==> config.mk <==
export PLATFORM = sky130hd
export DESIGN_NAME = fp_addsub_seq
export DESIGN_NICKNAME = d
export VERILOG_FILES = /design/src/rtl/fp_seq_pkg.sv /design/src/rtl/fp_addsub_seq_exp_compare.sv /design/src/rtl/fp_addsub_seq.sv
export SDC_FILE = /design/constraint.sdc
export NUM_CORES = 1
export LEC_CHECK = 0
export BUFFER_PORTS_ARGS = -buffer_cell sky130_fd_sc_hd__clkbuf_2
export CAP_MARGIN = 20
export CELL_PAD_IN_SITES_DETAIL_PLACEMENT = 1
export CELL_PAD_IN_SITES_GLOBAL_PLACEMENT = 1
export CORE_ASPECT_RATIO = 1.25
export CORE_MARGIN = 3
export CORE_UTILIZATION = 45
export DETAILED_ROUTE_END_ITERATION = 10
export PLACE_DENSITY = 0.91
export SLEW_MARGIN = 20
export SYNTH_ARGS = -nofsm -noshare
export SYNTH_HDL_FRONTEND = slang
export SYNTH_SLANG_ARGS = --single-unit
==> constraint.sdc <==
create_clock -name clk -period 7.74 [get_ports clk]
set_clock_uncertainty 0.1 [all_clocks]
set_input_delay 1.548 -clock clk [delete_from_list [all_inputs] [get_ports clk]]
set_output_delay 1.548 -clock clk [all_outputs]
set_load 0.01 [all_outputs]
==> src/rtl/fp_seq_pkg.sv <==
// Shared types, constants and helpers for the fp_addsub_seq sequencer.
// FP_RNE_ROUND_EN widens the datapath with guard/round/sticky bits and adds a ROUND state.
package fp_seq_pkg;

    localparam int EXP_W  = 3;
    localparam int MANT_W = 4;
    localparam int BIAS   = 3;

    localparam logic [EXP_W-1:0]  EXP_MAX   = {EXP_W{1'b1}};
    localparam logic [MANT_W-1:0] MANT_ONES = {MANT_W{1'b1}};

`ifdef FP_RNE_ROUND_EN
    localparam int GRS_W = 3;

    typedef enum logic [2:0] {
        S_IDLE  = 3'd0,
        S_ALIGN = 3'd1,
        S_ADD   = 3'd2,
        S_NORM  = 3'd3,
        S_DONE  = 3'd4,
        S_ROUND = 3'd5
    } state_t;
`else
    localparam int GRS_W = 0;

    typedef enum logic [2:0] {
        S_IDLE  = 3'd0,
        S_ALIGN = 3'd1,
        S_ADD   = 3'd2,
        S_NORM  = 3'd3,
        S_DONE  = 3'd4
    } state_t;
`endif

    typedef struct packed {
        logic              sign;
        logic [EXP_W-1:0]  exp;
        logic [MANT_W-1:0] mant;
    } fp_t;

    // A zero exponent field encodes zero regardless of the mantissa.
    function automatic logic is_zero(input logic [15:0] exp_field);
        return exp_field == 16'd0;
    endfunction

endpackage

==> src/rtl/fp_addsub_seq_exp_compare.sv <==
// Exponent comparator: picks the larger exponent (A on a tie) and the shift distance.
module exp_compare #(
    parameter int EXP_W = 3
) (
    input  logic [EXP_W-1:0] exp_a,
    input  logic [EXP_W-1:0] exp_b,
    output logic [EXP_W-1:0] diff_mag,
    output logic             a_bigger,
    output logic [EXP_W-1:0] exp_big
);

    logic [EXP_W:0] diff_s;

    // The borrow of eA - eB tells which exponent is larger.
    always_comb begin
        diff_s   = {1'b0, exp_a} - {1'b0, exp_b};
        a_bigger = ~diff_s[EXP_W];
        if (a_bigger) begin
            diff_mag = diff_s[EXP_W-1:0];
            exp_big  = exp_a;
        end else begin
            diff_mag = exp_b - exp_a;
            exp_big  = exp_b;
        end
    end

endmodule

==> src/rtl/fp_addsub_seq.sv <==
// Multi-cycle small-format floating-point add/subtract: align, add, normalise one step per cycle.
// Optional macro FP_RNE_ROUND_EN selects round-to-nearest-even; the default build truncates.
module fp_addsub_seq #(
    parameter int EXP_W  = 3,
    parameter int MANT_W = 4,
    parameter int BIAS   = 3
) (
    input  logic                      clk,
    input  logic                      rst_n,
    input  logic                      in_valid,
    output logic                      in_ready,
    input  logic [EXP_W+MANT_W:0]     op_a,
    input  logic [EXP_W+MANT_W:0]     op_b,
    input  logic                      op_sub,
    output logic                      out_valid,
    input  logic                      out_ready,
    output logic [EXP_W+MANT_W:0]     result,
    output logic                      ovf,
    output logic                      unf,
    output logic                      busy
);
    import fp_seq_pkg::*;

    localparam int DW = 1 + EXP_W + MANT_W;
    localparam int SW = MANT_W + 1 + GRS_W;
    localparam int MW = SW + 1;
    localparam int FW = MANT_W + GRS_W;
    localparam int CW = EXP_W + 1;
    localparam logic [CW-1:0]     CNT_SAT = CW'(MANT_W + 2);
    localparam logic [EXP_W-1:0]  E_ONES  = {EXP_W{1'b1}};
    localparam logic [EXP_W-1:0]  E_ONE   = EXP_W'(1'b1);
    localparam logic [MANT_W-1:0] M_ONES  = {MANT_W{1'b1}};

    state_t            state_q, state_d;
    logic [MW-1:0]     mant_q, mant_d;
    logic [SW-1:0]     sml_q, sml_d;
    logic [EXP_W-1:0]  exp_q, exp_d;
    logic              sgn_q, sgn_d;
    logic              sgn_sml_q, sgn_sml_d;
    logic [CW-1:0]     cnt_q, cnt_d;
    logic [DW-1:0]     result_q, result_d;
    logic              ovf_q, ovf_d;
    logic              unf_q, unf_d;

    logic [EXP_W-1:0]  ea_s, eb_s, diff_mag_s, exp_big_s;
    logic [MANT_W-1:0] ma_s, mb_s;
    logic              sa_s, sb_s, za_s, zb_s, a_bigger_s;
    logic [MW-1:0]     sml_ext_s, sum_s, mant_shr_s, mant_shl_s;
    logic [SW-1:0]     sml_shr_s;
    logic              sum_sgn_s;
    logic              fin_s;
    logic [FW-1:0]     fin_v_s;
    logic [EXP_W-1:0]  fin_e_s;
`ifdef FP_RNE_ROUND_EN
    logic [MANT_W+1:0] rnd_s;
    logic              up_s;
`endif

    assign sa_s = op_a[DW-1];
    assign sb_s = op_b[DW-1] ^ op_sub;
    assign ea_s = op_a[DW-2 -: EXP_W];
    assign eb_s = op_b[DW-2 -: EXP_W];
    assign ma_s = op_a[MANT_W-1:0];
    assign mb_s = op_b[MANT_W-1:0];
    assign za_s = is_zero(16'(ea_s));
    assign zb_s = is_zero(16'(eb_s));

    exp_compare #(.EXP_W(EXP_W)) u_exp_compare (
        .exp_a    (ea_s),
        .exp_b    (eb_s),
        .diff_mag (diff_mag_s),
        .a_bigger (a_bigger_s),
        .exp_big  (exp_big_s)
    );

    // Shared datapath: signed-magnitude add/subtract and the one-bit shifters.
    always_comb begin
        sml_ext_s = {1'b0, sml_q};
        if (sgn_q == sgn_sml_q) begin
            sum_s     = mant_q + sml_ext_s;
            sum_sgn_s = sgn_q;
        end else if (mant_q >= sml_ext_s) begin
            sum_s     = mant_q - sml_ext_s;
            sum_sgn_s = sgn_q;
        end else begin
            sum_s     = sml_ext_s - mant_q;
            sum_sgn_s = sgn_sml_q;
        end
`ifdef FP_RNE_ROUND_EN
        sml_shr_s  = {1'b0, sml_q[SW-1:2], |sml_q[1:0]};
        mant_shr_s = {1'b0, mant_q[SW:2], |mant_q[1:0]};
        up_s       = mant_q[GRS_W-1] & ((|mant_q[GRS_W-2:0]) | mant_q[GRS_W]);
        rnd_s      = {1'b0, mant_q[SW-1:GRS_W]} + {{(MANT_W+1){1'b0}}, up_s};
`else
        sml_shr_s  = {1'b0, sml_q[SW-1:1]};
        mant_shr_s = {1'b0, mant_q[SW:1]};
`endif
        mant_shl_s = {mant_q[SW-1:0], 1'b0};
    end

    // State register and datapath flops, synchronous active-low reset.
    always_ff @(posedge clk) begin
        if (!rst_n) begin
            state_q   <= S_IDLE;
            mant_q    <= {MW{1'b0}};
            sml_q     <= {SW{1'b0}};
            exp_q     <= {EXP_W{1'b0}};
            sgn_q     <= 1'b0;
            sgn_sml_q <= 1'b0;
            cnt_q     <= {CW{1'b0}};
            result_q  <= {DW{1'b0}};
            ovf_q     <= 1'b0;
            unf_q     <= 1'b0;
        end else begin
            state_q   <= state_d;
            mant_q    <= mant_d;
            sml_q     <= sml_d;
            exp_q     <= exp_d;
            sgn_q     <= sgn_d;
            sgn_sml_q <= sgn_sml_d;
            cnt_q     <= cnt_d;
            result_q  <= result_d;
            ovf_q     <= ovf_d;
            unf_q     <= unf_d;
        end
    end

    // Next-state and datapath update; fin_s marks a normalised value ready to pack.
    always_comb begin
        state_d   = state_q;
        mant_d    = mant_q;
        sml_d     = sml_q;
        exp_d     = exp_q;
        sgn_d     = sgn_q;
        sgn_sml_d = sgn_sml_q;
        cnt_d     = cnt_q;
        result_d  = result_q;
        ovf_d     = ovf_q;
        unf_d     = unf_q;
        fin_s     = 1'b0;
        fin_v_s   = mant_q[FW-1:0];
        fin_e_s   = exp_q;
        case (state_q)
            S_IDLE: begin
                if (in_valid) begin
                    ovf_d = 1'b0;
                    unf_d = 1'b0;
                    if (za_s && zb_s) begin
                        result_d = {DW{1'b0}};
                        state_d  = S_DONE;
                    end else if (za_s) begin
                        result_d = {sb_s, eb_s, mb_s};
                        state_d  = S_DONE;
                    end else if (zb_s) begin
                        result_d = {sa_s, ea_s, ma_s};
                        state_d  = S_DONE;
                    end else begin
                        exp_d     = exp_big_s;
                        sgn_d     = a_bigger_s ? sa_s : sb_s;
                        sgn_sml_d = a_bigger_s ? sb_s : sa_s;
                        mant_d    = MW'({2'b01, (a_bigger_s ? ma_s : mb_s)}) << GRS_W;
                        sml_d     = SW'({1'b1, (a_bigger_s ? mb_s : ma_s)}) << GRS_W;
                        if (diff_mag_s != {EXP_W{1'b0}}) begin
                            cnt_d   = (CW'(diff_mag_s) > CNT_SAT) ? CNT_SAT : CW'(diff_mag_s);
                            state_d = S_ALIGN;
                        end else begin
                            state_d = S_ADD;
                        end
                    end
                end else begin
                    state_d = S_IDLE;
                end
            end
            S_ALIGN: begin
                sml_d = sml_shr_s;
                cnt_d = cnt_q - 1'b1;
                if (cnt_q == CW'(1'b1)) begin
                    state_d = S_ADD;
                end else begin
                    state_d = S_ALIGN;
                end
            end
            S_ADD: begin
                sgn_d = sum_sgn_s;
                if (sum_s == {MW{1'b0}}) begin
                    result_d = {DW{1'b0}};
                    state_d  = S_DONE;
                end else if (sum_s[SW] || !sum_s[SW-1]) begin
                    mant_d  = sum_s;
                    state_d = S_NORM;
                end else begin
                    fin_s   = 1'b1;
                    fin_v_s = sum_s[FW-1:0];
                end
            end
            S_NORM: begin
                if (mant_q[SW]) begin
                    if (exp_q == E_ONES) begin
                        ovf_d    = 1'b1;
                        result_d = {sgn_q, E_ONES, M_ONES};
                        state_d  = S_DONE;
                    end else begin
                        fin_s   = 1'b1;
                        fin_v_s = mant_shr_s[FW-1:0];
                        fin_e_s = exp_q + E_ONE;
                    end
                end else if (mant_q[SW-1]) begin
                    fin_s = 1'b1;
                end else if (exp_q == E_ONE) begin
                    // Another left shift would need exponent 0, which encodes zero.
                    unf_d    = 1'b1;
                    result_d = {DW{1'b0}};
                    state_d  = S_DONE;
                end else begin
                    mant_d = mant_shl_s;
                    exp_d  = exp_q - E_ONE;
                    if (mant_shl_s[SW-1]) begin
                        fin_s   = 1'b1;
                        fin_v_s = mant_shl_s[FW-1:0];
                        fin_e_s = exp_q - E_ONE;
                    end else begin
                        state_d = S_NORM;
                    end
                end
            end
`ifdef FP_RNE_ROUND_EN
            S_ROUND: begin
                if (rnd_s[MANT_W+1]) begin
                    mant_d  = {rnd_s, {GRS_W{1'b0}}};
                    state_d = S_NORM;
                end else begin
                    result_d = {sgn_q, exp_q, rnd_s[MANT_W-1:0]};
                    state_d  = S_DONE;
                end
            end
`endif
            S_DONE: begin
                if (out_ready) begin
                    state_d = S_IDLE;
                end else begin
                    state_d = S_DONE;
                end
            end
            default: begin
                state_d = S_IDLE;
            end
        endcase
        case (fin_s)
            1'b1: begin
`ifdef FP_RNE_ROUND_EN
                mant_d  = {2'b01, fin_v_s};
                exp_d   = fin_e_s;
                state_d = S_ROUND;
`else
                result_d = {sgn_d, fin_e_s, fin_v_s};
                state_d  = S_DONE;
`endif
            end
            default: begin
                fin_e_s = fin_e_s;
            end
        endcase
    end

    // Handshake and status outputs decoded from the state register.
    always_comb begin
        in_ready  = (state_q == S_IDLE);
        busy      = (state_q != S_IDLE);
        out_valid = (state_q == S_DONE);
    end

    assign result = result_q;
    assign ovf    = ovf_q;
    assign unf    = unf_q;

endmodule

==> results.md <==
- Required @ worst endpoint: 7830 ps
- CP most frequent cell: a21oi_1
- Antenna violations before repair: 0
- Layout Utilization: 0.499
- Setup violators final: 0
- CTS Sinks: 33
- Root Buffer: clkbuf_8
- Top-count cell post-synth: nand2_1
- Critical path peak fanout: 14
- CTS Buf Count: 5
- R2R setup slack: 3720 ps
- Area of the multi-input gates: 2800 µm²
- TNS Setup: 0 ps
- Ranking of synthesized cells by area: dfxtp_1 (18%), ha_1 (8.3%), nand2_1 (5.2%)
- Largest net degree at the start of global routing: 29
- HP Class: flip-flop to flip-flop
- First-pass GRT wire length: 21.6 mm
- Vias per cell: 6.86
- Syn Inst Count: 483
- Slew @ Worst Pin: 907 ps
- DPL Wire Length: 10.4 mm
- Area Overhead vs Synth: 5.86%
- H-Tree Depth: 2
- Crit. End Element: flip-flop
- Post-CTS setup buffer count: 0
- Buffers & Inverters on Critical Path: 1
- Hold Path End: cnt_q[3]$_SDFFE_PN0P_
- Dominant synthesized flop cell: dfxtp_1
- Row Count: 36
- Core area: 7970 µm²
- CTS tree: yes
- Io pins: 34
- Critical path class: flip-flop to flip-flop
- Final WS setup: 3720 ps
- FMAX: 0.249 GHz
- Grt ovf: 0
- GR Util All Layers: 0.291
- Fin. max-slew vios: 0
- Syn. warnings: 0
- RSZ-0062 raised after global routing: no
- RR Endpoint: result[7]$_SDFFE_PN0P_
- Syn Nets: 534
- Share of post-route cells with drive strength above 1: 0.140
- DR iter-0 viols: 356
- Yosys reg bits: 33
- Pre-CTS WS: 3580 ps
- Final nets: 551
- Clk_lat worst skew: 300 ps
- Cell-by-cell trace of the critical path: inv_1 -> ha_1 -> and2b_4 -> o311ai_2 -> a21oi_1 -> mux2i_2 -> a21oi_1 -> or4_1 -> a41o_1
- Post-synth EDFFs: 0
- VDD IR-drop max: 0.000134 V
- ANT nets after route: 0
- CP top delay family: compound AO/OA/AOI/OAI gates
- Port Buffer Count: 33
- Delay of the slowest critical-path stage: 640 ps
- WL final: 13.4 mm
- Min Tclk post-route: 4020 ps
- Max Cap Violations: 0
- Pwr Total: 1.36 mW
- PwrDens: 341 nW/µm²
- Yosys top cell area share: 0.176
- Vias: 4,084
- Cts repair resizes: 0
- Top cells by count, synth: nand2_1 (52), a21oi_1 (35), inv_1 (34)
- Status: finished clean
- Synthesized area: 3760 µm²
- Crit start category: flip-flop
- Reg2Reg Launch Point: mant_q[2]$_SDFFE_PN0P_
- Reg clk slew, reported paths: 80 ps
- Max clock buf depth: 2
- # hold bufs at CTS: 0
- Die Y: 108 µm
- Leak: 1.64 nW
- Cell taking the most area after synthesis: dfxtp_1
- # fillers: 1,030
- Sequential area share after synthesis: 0.176
- Die Wd: 87.7 µm
- Critical path depth: 9
- GP Congestion: 0.909
- Vias in the first global route: 4,219
- Slowest-stage cell, CP: ha_1
- Fin crit share: 0.520
- DRC: 0
- Hold Path Origin: cnt_q[3]$_SDFFE_PN0P_
- Final Hold Fails: 0
- Unique masters post-synth: 83
- Diode count: 0
- Worst EP arrival: 4110 ps
- WL/cell: 22.6 µm
- Asr flop ratio synth: 0
- R2R depth: 9
- Register area: 661 µm²
- Initial core utilization: 0.471
- Die area: 9490 µm²
- Drt first pass iters: 5
- Avg Cell Area, Syn: 7.78 µm²
- Rel. slew slack: 0.395
- Hold WS: 393 ps
- Hold Crit Depth: 2
## through the flow
step	instance area [µm²]	std cells
after CTS	3980	595
after detailed placement	3890	588
final	3980	595
after global placement	3890	588
after global routing	3980	595
after floorplan	3760	483
## worst max path at each step
| stage | startpoint | end | slack (ps) |
|---|---|---|---|
| 3_5_place_dp | op_a[5] | cnt_q[0]$_SDFFE_PN0P_ | 3580 |
| 2_1_floorplan | op_a[5] | cnt_q[0]$_SDFFE_PN0P_ | 4120 |
| 4_1_cts | mant_q[2]$_SDFFE_PN0P_ | result[2]$_SDFFE_PN0P_ | 3800 |
| 3_3_place_gp | op_a[5] | cnt_q[0]$_SDFFE_PN0P_ | 3730 |
| 5_1_grt | mant_q[2]$_SDFFE_PN0P_ | result[2]$_SDFFE_PN0P_ | 3470 |
| 6_report | mant_q[2]$_SDFFE_PN0P_ | result[7]$_SDFFE_PN0P_ | 3720 |
## cell type report
type | count | area share
multi-input cells | 390 | 0.704
flip-flops and latches | 33 | 0.166
repair buffers | 34 | 0.0434
inverters | 36 | 0.0340
well taps | 95 | 0.0299
clock buffers | 6 | 0.0208
clock inverters | 1 | 0.00189
## tightest hold or removal path, delay by kind of cell (launching register included)
family	cells	cell delay [ps]
flops	1	320
compound gates	2	130
## sequential cells by signal, indices dropped and copies added, names as in the netlist
signal / flops
exp_q: 3
mant_q: 6
sgn_sml_q: 1
ovf: 1
state_q: 3
sml_q: 5
sgn_q: 1
result: 8
unf: 1
cnt_q: 4
## cells in the final DEF (no fill, tap or decap), types with 7 or more instances in the layout
master	n
nor2_1	33
mux2i_1	18
nand3_1	11
nand2_1	52
a211oi_1	9
dfxtp_1	33
nand4_1	7
a21oi_1	35
ha_1	25
clkbuf_2	33
a31oi_1	8
inv_1	34
o211ai_1	7
o21ai_0	32
nor3_1	12
## report_power, final
group	switching (mW)	internal, mW
Sequential	0.0710	0.212
Clock	0.0719	0.0704
Combinational	0.608	0.321
Total	0.751	0.604
## routing by layer
layer	track usage	wire length [µm]
met3	0.0495	811
met4	0.152	681
met5	0	0
met2	0.493	6590
met1	0.345	5360
## kinds of logic after synthesis
logic type,count (synthesis),synth area share
simple gates,158,0.215
xor+xnor,5,0.0156
fa+ha+maj,30,0.110
mux,19,0.0516
compound gates,178,0.353
buf+inv,60,0.0789
flops,33,0.176
Power figures use the tool's default switching activity.
